`src/rtl/bcd_serial_addsub.sv`:
```
// Digit-serial BCD adder/subtractor, one decimal digit per clock, LSD first.
// Subtraction adds the nines' complement of B with an inverted borrow-in.
module bcd_serial_addsub #(
    parameter int DIGITS = 3
) (
    input  logic                  clk,
    input  logic                  rst_n,
    input  logic                  start,
    input  logic                  sub,
    input  logic                  cin,
    input  logic [4*DIGITS-1:0]   a,
    input  logic [4*DIGITS-1:0]   b,
    output logic [4*DIGITS-1:0]   s,
    output logic                  cout,
    output logic                  busy,
    output logic                  done,
    output logic                  invalid
);

    localparam int W  = 4 * DIGITS;
    localparam int CW = (DIGITS > 1) ? $clog2(DIGITS) : 1;

    typedef enum logic [1:0] {
        S_IDLE,
        S_RUN,
        S_DONE
    } state_t;

    state_t        state;
    logic [W-1:0]  a_q;
    logic [W-1:0]  b_q;
    logic          sub_q;
    logic [CW-1:0] cnt;
    logic          c;

    logic [3:0]    a_dig;
    logic [3:0]    b_dig;
    logic [3:0]    b_eff;
    logic [4:0]    t;
    logic [4:0]    t_adj;
    logic          gt9;
    logic [3:0]    s_dig;
    logic          last;

    function automatic logic has_bad(input logic [W-1:0] v);
        logic bad;
        bad = 1'b0;
        for (int i = 0; i < DIGITS; i++) begin
            if (v[4*i +: 4] > 4'd9) begin
                bad = 1'b1;
            end
        end
        return bad;
    endfunction

    always_comb begin
        a_dig = 4'd0;
        b_dig = 4'd0;
        for (int i = 0; i < DIGITS; i++) begin
            if (cnt == CW'(i)) begin
                a_dig = a_q[4*i +: 4];
                b_dig = b_q[4*i +: 4];
            end
        end
    end

    // Nines' complement wraps mod 16 so invalid digits still give a defined value.
    assign b_eff = sub_q ? (4'd9 - b_dig) : b_dig;
    assign t     = {1'b0, a_dig} + {1'b0, b_eff} + {4'd0, c};
    assign t_adj = t + 5'd6;
    assign gt9   = (t > 5'd9);
    assign s_dig = gt9 ? t_adj[3:0] : t[3:0];
    assign last  = (cnt == CW'(DIGITS - 1));

    always_ff @(posedge clk) begin
        if (!rst_n) begin
            state   <= S_IDLE;
            a_q     <= '0;
            b_q     <= '0;
            sub_q   <= 1'b0;
            cnt     <= '0;
            c       <= 1'b0;
            s       <= '0;
            cout    <= 1'b0;
            busy    <= 1'b0;
            done    <= 1'b0;
            invalid <= 1'b0;
        end else begin
            unique case (state)
                S_IDLE: begin
                    if (start) begin
                        a_q     <= a;
                        b_q     <= b;
                        sub_q   <= sub;
                        cnt     <= '0;
                        c       <= sub ? ~cin : cin;
                        invalid <= has_bad(a) | has_bad(b);
                        s       <= '0;
                        cout    <= 1'b0;
                        busy    <= 1'b1;
                        state   <= S_RUN;
                    end
                end
                S_RUN: begin
                    for (int i = 0; i < DIGITS; i++) begin
                        if (cnt == CW'(i)) begin
                            s[4*i +: 4] <= s_dig;
                        end
                    end
                    c <= gt9;
                    if (last) begin
                        cnt   <= '0;
                        cout  <= gt9;
                        done  <= 1'b1;
                        state <= S_DONE;
                    end else begin
                        cnt <= cnt + CW'(1);
                    end
                end
                S_DONE: begin
                    done  <= 1'b0;
                    busy  <= 1'b0;
                    state <= S_IDLE;
                end
                default: begin
                    done  <= 1'b0;
                    busy  <= 1'b0;
                    state <= S_IDLE;
                end
            endcase
        end
    end

endmodule

```
`config.mk`:
```
export PLATFORM = sky130hd
export DESIGN_NAME = bcd_serial_addsub
export DESIGN_NICKNAME = d
export VERILOG_FILES = /design/src/rtl/bcd_serial_addsub.sv
export SDC_FILE = /design/constraint.sdc
export NUM_CORES = 1
export LEC_CHECK = 0
export ABC_AREA = 1
export BUFFER_PORTS_ARGS = -buffer_cell sky130_fd_sc_hd__clkbuf_2
export CELL_PAD_IN_SITES_DETAIL_PLACEMENT = 0
export CELL_PAD_IN_SITES_GLOBAL_PLACEMENT = 1
export CORE_MARGIN = 5
export CORE_UTILIZATION = 39
export CTS_CLUSTER_SIZE = 12
export DETAILED_ROUTE_END_ITERATION = 10
export GPL_TIMING_DRIVEN = 1
export PLACE_DENSITY = 0.87
export SLEW_MARGIN = 30
export SYNTH_ARGS = -nofsm -noshare
export SYNTH_HDL_FRONTEND = slang
export SYNTH_SLANG_ARGS = --single-unit
```
`constraint.sdc`:
```
create_clock -name clk -period 3.45 [get_ports clk]
set_input_delay 0.69 -clock clk [delete_from_list [all_inputs] [get_ports clk]]
set_output_delay 0.69 -clock clk [all_outputs]
set_load 0.05 [all_outputs]
```
==> impl_metrics.csv, run 1 <==
group,metric,value,unit
cts,h-tree-depth,2,
floorplan,io_pins,45,
detailed_routing,wl,4.88,mm
synthesis,yosys_warnings,0,
power,switchingPower,0.499,mW
sta,fin_worst_skew,7.37,ps
detailed_routing,drt-pass1-iter-count,4,
synthesis,synth_flop_cell,"dfxtp_1",
sta,finalSetupViolCount,0,
synthesis,synth-simple-area-share,22.6,%
min_path,holdPathStages,2,
sta,rsz0062_at_grt,"false",
synthesis,synth_commonest_cells,"nor2_1, dfxtp_1, nand2_1",
floorplan,fp.dieH,85.0,um
critical_path,cp.depth,17,
grt,grt_max_degree,40,
sta,max_slew_margin,56.3,%
place,hpwl,3.81,mm
power,p_seq_share,42.5,%
synthesis,synthDistinctLibCells,36,
critical_path,reg2reg_to,"s[3]",
sta,finalMaxSlewViolations,0,
critical_path,end_kind,"flip-flop",
place,place_area,2470,um2
critical_path,r2r_start,"cnt[1]",
power,power.internal,0.938,mW
critical_path,cp_num_buf_inv,1,
synthesis,synth_largest_area_cell,"dfxtp_1",
place,portBuffers,44,
synthesis,synth_fa_ha_area_share,4.68,%
grt,grt_antenna_before_repair,0,
synthesis,synth.area.mux_share,0,%
layout,area_growth,18.1,%
min_path,hold_path_end,"b_q[6]",
detailed_routing,wl_per_cell,11.9,um
critical_path,crit_path_cell_trace,"nand2_2, inv_2, nand2_1, nand3_1, xnor2_1, fa_1, fa_1, nand2_1, nand2_1, ha_1, nand2_1, a21boi_1, nand2_1, nand2_1, nand3_1, nand2_1, a21oi_1",
cts,cts.sinks,46,
floorplan,num_rows,27,
detailed_routing,vias,1962,
sta,period_minus_slack,3100,ps
synthesis,ys_ff_latch,46,
power,p_clk_share,27.4,%
sta,hold_viol,0,
detailed_routing,vias_per_cell,4.79,
cts,clk_latency,300,ps
synthesis,netlist_area,2190,um2
floorplan,dieArea,7220,um2
synthesis,post_synth.cell_area_avg,7.43,um2
synthesis,synth_edf_count,0,
grt,grt_pass1_vias,1931,
critical_path,crit_type,"reg2reg",
synthesis,syn_inst,295,
synthesis,yosysMostFrequentCell,"nor2_1",
power,netSwitchingFraction,34.7,%
synthesis,synth_top_family_by_area,"simple AND/OR/NAND/NOR gates",
sta,max_freq,323,MHz
detailed_routing,drtIter0Drc,52,
cts,cts_inserted_buffers,5,
sta,tightestPinTransition,656,ps
synthesis,syn-num-nets,331,
power,powerDensity,555,nW/um2
synthesis,synthTopCellsByArea,"dfxtp_1, nor2_1, o21ai_0",
synthesis,synth-compound-area-share,21.3,%
min_path,hold_path_class,"reg2reg",
cts,clockBufferDepth,2,
layout,num-nets-final,373,
cts,cts_tree,"done",
sta,fin_setup_tns,0,ps
critical_path,cp_common_cell,"nand2_1",
critical_path,ff2ff_path_depth,17,
synthesis,yosysSeqAreaShare,42.0,%
critical_path,crit_slowest_cell,"dfxtp_1",
floorplan,die_w,85.0,um
sta,fin_crit_sh,89.8,%
critical_path,r2r_slack,350,ps
power,pwr-share-comb,30.1,%
grt,grt_first_pass_wirelength,8.24,mm
critical_path,start_kind,"flip-flop",
cts,clkTransAtPathRegs,90,ps
floorplan,coreArea,5470,um2
power,total_power,1.44,mW
detailed_routing,route.detailed.drc,0,
critical_path,path_delay_family,"adder cells",
layout,final_area,2590,um2
grt,grt_usage,13.8,%
power,leakagePower,1.16,nW
detailed_routing,postRouteAntennaNets,0,
status,status,"completed",
critical_path,max_stage_delay,510,ps
layout,n_antenna_cell,0,
grt,grt-ovfl-total,0,
floorplan,initial_core_util,40.1,%
power,ir_drop,288,uV
synthesis,synth_top_area_share,42.0,%
cts,root_buffer,"clkbuf_8",
critical_path,arrival,3290,ps
min_path,hold_start,"b_q[6]",
critical_path,cp_max_fo,6,
place,gp_congestion,0.811,
critical_path,crit_required,3640,ps
synthesis,async_reset_ff_share,0,%
synthesis,synth_xor_area_share,1.20,%
job,maxCapViolations,0,
layout,drive_gt1_share,24.9,%
## cell type report
type,count,area (um2)
well taps,72,90.1
inverters,34,135
repair buffers,45,228
clock buffers,6,72.6
flip-flops and latches,46,922
clock inverters,2,37.5
fillers,580,2880
multi-input cells,205,1100
## stage by stage
step / std cells / setup slack, ps / hold slack (ps) / util [%]
floorplan: 295 / 498 / 425 / -
global placement: 402 / 328 / 448 / 45.1
detailed placement: 402 / 179 / 459 / 45.1
CTS: 410 / 170 / 470 / 47.1
global route: 410 / 15.7 / 504 / 47.3
finish: 410 / 351 / 468 / 47.3
## sequential cells by signal (all words and copies together) (netlist names)
name,flops
a_q,12
b_q,12
busy,1
c,1
cnt,2
cout,1
done,1
invalid,1
s,12
state,2
sub_q,1
## worst register-to-register path, stage by stage, from the launching register on
cell and delay [ps]:
dfxtp_1 510, nand2_2 170, inv_2 120, nand2_1 50
nand3_1 80, xnor2_1 80, fa_1 420, fa_1 440
nand2_1 90, nand2_1 90, ha_1 240, nand2_1 60
a21boi_1 150, nand2_1 100, nand2_1 120, nand3_1 80
nand2_1 110, a21oi_1 70
## power by group through the flow
stage / Combinational, mW / Clock [mW] / Sequential (mW)
floorplan: 0.271 / 0 / 0.681
global placement: 0.425 / 0 / 0.622
detailed placement: 0.432 / 0 / 0.622
CTS: 0.433 / 0.401 / 0.610
global route: 0.487 / 0.426 / 0.617
finish: 0.432 / 0.394 / 0.611
## repair_timing
action                                 in CTS  in global routing
setup endpoints to repair                   0                 11
setup buffers                               0                  0
hold buffers                                0                  0
endpoints found under the hold margin       0                  0
gates resized for setup                     0                  2
## kinds of logic (layout without fill, tap and decap cells)
kind of cell / after synthesis / in the layout
simple gates: 114 / 114
compound gates: 81 / 81
flops: 46 / 46
buf+inv: 44 / 87
fa+ha+maj: 7 / 7
xor+xnor: 3 / 3
## worst max path at each step
| stage | endpoint | start |
|---|---|---|
| 4_1_cts | s[3] | cnt[0] |
| 3_3_place_gp | s[3] | cnt[0] |
| 5_1_grt | s[3] | cnt[0] |
| 6_report | s[3] | cnt[1] |
| 2_1_floorplan | s[3] | cnt[0] |
| 3_5_place_dp | s[3] | cnt[0] |
## metal layers
| metal | track usage [%] | vias up | share of wire (%) |
|---|---|---|---|
| li1 | - | 1048 | - |
| met1 | 17.7 | 874 | 48 |
| met2 | 22.5 | 31 | 46 |
| met3 | 3.79 | 9 | 4.3 |
| met4 | 4.03 | 0 | 1.7 |
| met5 | 0 | - | 0 |
## cells in the final DEF (no fill, tap or decap), types with 3 or more instances in the layout
| master | n |
|---|---|
| o21ai_0 | 34 |
| nand2_1 | 39 |
| inv_2 | 11 |
| a21oi_2 | 3 |
| nor2_2 | 3 |
| a21oi_1 | 24 |
| clkbuf_8 | 5 |
| nor2_4 | 3 |
| nand3_1 | 11 |
| o21ai_1 | 7 |
| ha_1 | 5 |
| inv_1 | 20 |
| o21ai_2 | 3 |
| nor2_1 | 51 |
| clkbuf_2 | 44 |
| dfxtp_1 | 45 |
Note: power is estimated with default switching activity, not from simulation.
==> run 2, diff against run 1 <==
--- a/config.mk
+++ b/config.mk
@@ -10,11 +10,11 @@
 export CELL_PAD_IN_SITES_DETAIL_PLACEMENT = 0
 export CELL_PAD_IN_SITES_GLOBAL_PLACEMENT = 1
 export CORE_MARGIN = 5
-export CORE_UTILIZATION = 39
+export CORE_UTILIZATION = 35
 export CTS_CLUSTER_SIZE = 12
 export DETAILED_ROUTE_END_ITERATION = 10
 export GPL_TIMING_DRIVEN = 1
-export PLACE_DENSITY = 0.87
+export PLACE_DENSITY = 0.83
 export SLEW_MARGIN = 30
 export SYNTH_ARGS = -nofsm -noshare
 export SYNTH_HDL_FRONTEND = slang
==> constraint.sdc (replaced) <==
create_clock -name clk -period 2.84 [get_ports clk]
set_input_delay 0.568 -clock clk [delete_from_list [all_inputs] [get_ports clk]]
set_output_delay 0.568 -clock clk [all_outputs]
set_load 0.05 [all_outputs]
==> impl_metrics.csv, run 2 (same netlist as run 1, synthesis figures left out) <==
group,metric,value,unit
status,status,"completed",
cts,root_buffer,"clkbuf_8",
sta,max_slew_margin,53.7,%
sta,fin_crit_sh,97.7,%
layout,num-nets-final,391,
grt,grt_pass1_vias,1880,
layout,n_antenna_cell,0,
place,gp_congestion,0.859,
critical_path,r2r_slack,70,ps
grt,grt_first_pass_wirelength,8.56,mm
place,hpwl,3.99,mm
floorplan,io_pins,45,
layout,layout_commonest_cell,"nor2_1",
power,ir_drop,296,uV
sta,period_minus_slack,2770,ps
cts,cts_inserted_buffers,5,
floorplan,fp.dieH,89.1,um
grt,grt_usage,13.7,%
floorplan,dieArea,7950,um2
layout,area_growth,28.7,%
detailed_routing,vias,2071,
sta,finalMaxSlewViolations,0,
layout,final_area,2820,um2
sta,max_freq,361,MHz
floorplan,num_rows,28,
detailed_routing,drt-pass1-iter-count,4,
grt,grt_antenna_before_repair,0,
grt,grt_max_degree,40,
power,powerDensity,646,nW/um2
cts,clkTransAtPathRegs,90,ps
floorplan,die_w,89.1,um
critical_path,start_kind,"flip-flop",
critical_path,ff2ff_path_depth,16,
cts,cts_tree,"done",
critical_path,cp-startpoint,"cnt[0]",
layout,reg.largest.list,"a_q: 12 flops, b_q: 12 flops, s: 12 flops",
sta,fin_setup_tns,0,ps
sta,rsz0062_at_grt,"true",
critical_path,crit_type,"reg2reg",
critical_path,end_kind,"flip-flop",
detailed_routing,route.detailed.drc,0,
detailed_routing,postRouteAntennaNets,0,
place,portBuffers,44,
min_path,hold_path_class,"reg2reg",
power,total_power,1.82,mW
power,leakagePower,1.26,nW
grt,grt-ovfl-total,0,
critical_path,reg2reg_to,"s[2]",
floorplan,initial_core_util,36.6,%
layout,layout_common_cells,"nor2_1, dfxtp_1, clkbuf_2, o21ai_0, nand2_1",
critical_path,cp_max_fo,4,
layout,drive_gt1_share,34.8,%
job,maxCapViolations,0,
critical_path,crit_required,3080,ps
critical_path,r2r_start,"cnt[0]",
sta,fin_worst_skew,9.89,ps
detailed_routing,wl,5.39,mm
floorplan,coreArea,5990,um2
cts,clockBufferDepth,2,
detailed_routing,wl_per_cell,12.5,um
critical_path,crit_end,"s[2]",
critical_path,arrival,3010,ps
place,place_area,2560,um2
sta,finalSetupViolCount,0,
detailed_routing,vias_per_cell,4.81,
cts,clk_latency,300,ps
cts,cts.sinks,46,
sta,tightestPinTransition,695,ps
sta,hold_viol,0,
detailed_routing,drtIter0Drc,84,
cts,h-tree-depth,2,
==> run 2: critical path, cell delays in order, from the launching register on <==
cell      delay (ps)
dfxtp_4          400
inv_4             60
nand2_4           80
inv_4             50
nand2_2           50
nand3_2           70
xnor2_2          150
fa_2             410
fa_2             600
ha_4             140
nand2_1           40
a21boi_2         150
nand2_2          100
nand2_4           70
nand2_1           90
nand3_2          100
a21oi_1          140
==> run 2: worst min path at each step <==
stage | cells after the start | start | endpoint | slack [ps]
final | 2 | b_q[6] | b_q[6] | 460
after global routing | 2 | b_q[6] | b_q[6] | 500
after CTS | 2 | b_q[6] | b_q[6] | 460
after detailed placement | 2 | b_q[6] | b_q[6] | 450
after global placement | 2 | b_q[6] | b_q[6] | 450
after floorplan | 2 | b_q[6] | b_q[6] | 420
==> run 2: routing by layer <==
metal / up-vias / track usage, % / part of all wire (%)
met5: - / 0 / 0
met4: 0 / 4.19 / 1.4
met3: 7 / 3.04 / 4.5
met2: 38 / 22.8 / 47
met1: 939 / 17.7 / 47
li1: 1087 / - / -
==> run 2: timing repair <==
action                                  in CTS  in global routing
endpoints found under the setup margin      11                 11
buffers inserted                             0                  7
resized for setup                            5                 25
gates cloned                                 0                  0
hold buffers                                 0                  0
pin swaps                                    1                 13
==> run 2: cell type report <==
cell class / count / area (um2)
Clock buffer: 6 / 82.6
Clock inverter: 2 / 12.5
Fill cell: 597 / 3170
Inverter: 34 / 140
Multi-Input combinational cell: 205 / 1200
Sequential cell: 46 / 928
Tap cell: 75 / 93.8
Timing Repair Buffer: 63 / 363
==> run 2: where the power goes <==
group / internal [mW] / total (mW) / switching, mW
combinational: 0.247 / 0.652 / 0.405
clock: 0.196 / 0.428 / 0.232
sequential: 0.703 / 0.743 / 0.0392
==> run 2: per-stage QoR <==
step	util [%]	hold slack [ps]	worst slack, ps	cells
3_3_place_gp	42.8	446	-17.7	416
2_1_floorplan	-	425	19.6	295
5_1_grt	47.1	497	-49.6	431
3_5_place_dp	42.8	450	-131	416
6_report	47.1	456	66.2	431
4_1_cts	44.6	462	12.4	424
==> run 3, diff against run 2 <==
--- a/config.mk
+++ b/config.mk
@@ -14,7 +14,7 @@
 export CTS_CLUSTER_SIZE = 12
 export DETAILED_ROUTE_END_ITERATION = 10
 export GPL_TIMING_DRIVEN = 1
-export PLACE_DENSITY = 0.83
+export PLACE_DENSITY = 0.8
 export SLEW_MARGIN = 30
 export SYNTH_ARGS = -nofsm -noshare
 export SYNTH_HDL_FRONTEND = slang
==> impl_metrics.csv, run 3 (same netlist as run 1, synthesis figures left out) <==
group,metric,value,unit
status,status,"complete, but fails checks",
status,violations,"negative setup slack",
detailed_routing,route.detailed.drc,0,
place,hpwl,4.02,mm
power,leakagePower,1.30,nW
sta,fin_ws,-32.0,ps
sta,fin_setup_tns,-78.9,ps
floorplan,coreArea,5990,um2
place,portBuffers,44,
min_path,hold_path_class,"reg2reg",
sta,fin_crit_sh,101,%
floorplan,fp.dieH,89.1,um
sta,max_freq,348,MHz
place,gp_congestion,0.806,
layout,area_growth,32.1,%
grt,grt_max_degree,40,
floorplan,num_rows,28,
cts,cts_tree,"done",
power,total_power,1.99,mW
cts,cts_inserted_buffers,5,
critical_path,end_kind,"flip-flop",
grt,grt_pass1_vias,2008,
floorplan,initial_core_util,36.6,%
power,ir_drop,311,uV
detailed_routing,wl_per_cell,12.5,um
cts,cts.sinks,46,
detailed_routing,drt-pass1-iter-count,4,
layout,reg.largest.list,"a_q: 12 flops, b_q: 12 flops, s: 12 flops",
sta,finalSetupViolCount,4,
critical_path,arrival,3120,ps
cts,cts_hold_buf,0,
critical_path,cp_max_fo,5,
critical_path,reg2reg_to,"s[9]",
detailed_routing,vias_per_cell,4.76,
critical_path,r2r_start,"cnt[0]",
detailed_routing,postRouteAntennaNets,0,
sta,max_slew_margin,53.6,%
detailed_routing,wl,5.40,mm
cts,clockBufferDepth,2,
floorplan,dieArea,7950,um2
detailed_routing,vias,2063,
grt,grt-ovfl-total,0,
layout,layout_commonest_cell,"nor2_1",
grt,grt_first_pass_wirelength,9.11,mm
sta,hold_viol,0,
layout,final_core_util,48.3,%
layout,drive_gt1_share,37.2,%
floorplan,die_w,89.1,um
cts,root_buffer,"clkbuf_8",
layout,num-nets-final,393,
floorplan,io_pins,45,
critical_path,crit_required,3090,ps
critical_path,ff2ff_path_depth,17,
sta,fin_worst_skew,12.8,ps
layout,n_antenna_cell,0,
min_path,hold_path_end,"done",
critical_path,r2r_slack,-30,ps
cts,clk_latency,310,ps
job,maxCapViolations,0,
cts,h-tree-depth,2,
grt,grt_antenna_before_repair,0,
grt,grt_usage,14.5,%
power,powerDensity,686,nW/um2
critical_path,start_kind,"flip-flop",
sta,period_minus_slack,2870,ps
min_path,holdPathStages,2,
layout,layout_common_cells,"nor2_1, dfxtp_1, clkbuf_2, o21ai_0, nand2_1",
min_path,hold_start,"done",
sta,tightestPinTransition,696,ps
critical_path,crit_type,"reg2reg",
sta,finalMaxSlewViolations,0,
sta,rsz0062_at_grt,"true",
detailed_routing,drtIter0Drc,67,
cts,clkTransAtPathRegs,100,ps
## run 3: changes by cell type in the layout (fill, tap and decap cells not counted), moves of 2 or more
cell     delta
a21oi_1     -3
a21oi_2     +3
nand2_1     -2
nand2_4     +2
## run 3: metrics by stage
stage | instance area [um2] | hold slack, ps | setup slack (ps) | instances
2_1_floorplan | 2200 | 425 | 19.6 | 295
4_1_cts | 2690 | 468 | 8.36 | 424
3_3_place_gp | 2560 | 455 | -20.7 | 416
6_report | 2900 | 465 | -32.0 | 433
3_5_place_dp | 2560 | 454 | -135 | 416
5_1_grt | 2900 | 488 | -168 | 433
## run 3: area by class of cell
type | instances | area [um2]
repair buffers | 65 | 382
fillers | 620 | 3100
inverters | 34 | 140
multi-input cells | 205 | 1240
clock buffers | 5 | 68.8
well taps | 75 | 93.8
clock inverters | 3 | 48.8
flip-flops and latches | 46 | 926
## run 3: layer usage
| layer | wire length (um) | global-route usage [%] | vias to the layer above | share of wire (%) |
|---|---|---|---|---|
| met3 | 192 | 3.32 | 4 | 3.6 |
| met1 | 2560 | 18.8 | 937 | 47 |
| met2 | 2600 | 24.1 | 32 | 48 |
| met5 | 0 | 0 | - | 0 |
| li1 | - | - | 1090 | - |
| met4 | 50 | 4.06 | 0 | 0.93 |
## run 3: power breakdown
part | internal, mW | switching (mW) | leakage, nW
logic | 0.290 | 0.448 | 0.859
clock network | 0.268 | 0.237 | 0.0563
registers | 0.704 | 0.0388 | 0.381
total | 1.26 | 0.724 | 1.30
## run 3: critical path, stage by stage (launching register included)
cell and delay [ps]:
dfxtp_4 400, inv_4 60, nand2_4 90, inv_4 50
nand2_1 70, nand3_2 80, xnor2_2 160, fa_2 420
fa_2 600, buf_6 120, inv_2 40, nor2_2 130
a21boi_2 70, nand2_2 110, nand2_4 90, nand2_4 100
nand3_4 90, a21oi_2 140
## run 3: timing repair
action	4_1_cts	5_1_grt
setup endpoints to repair	11	11
buffers inserted	0	9
resized for setup	5	35
pin swaps	1	15
## run 3: worst max-delay path by stage
| stage | end | from |
|---|---|---|
| finish | s[9] | cnt[0] |
| global route | s[9] | cnt[0] |
| CTS | s[11] | cnt[0] |
| detailed placement | s[3] | cnt[1] |
| global placement | s[3] | cnt[1] |
| floorplan | s[3] | cnt[0] |
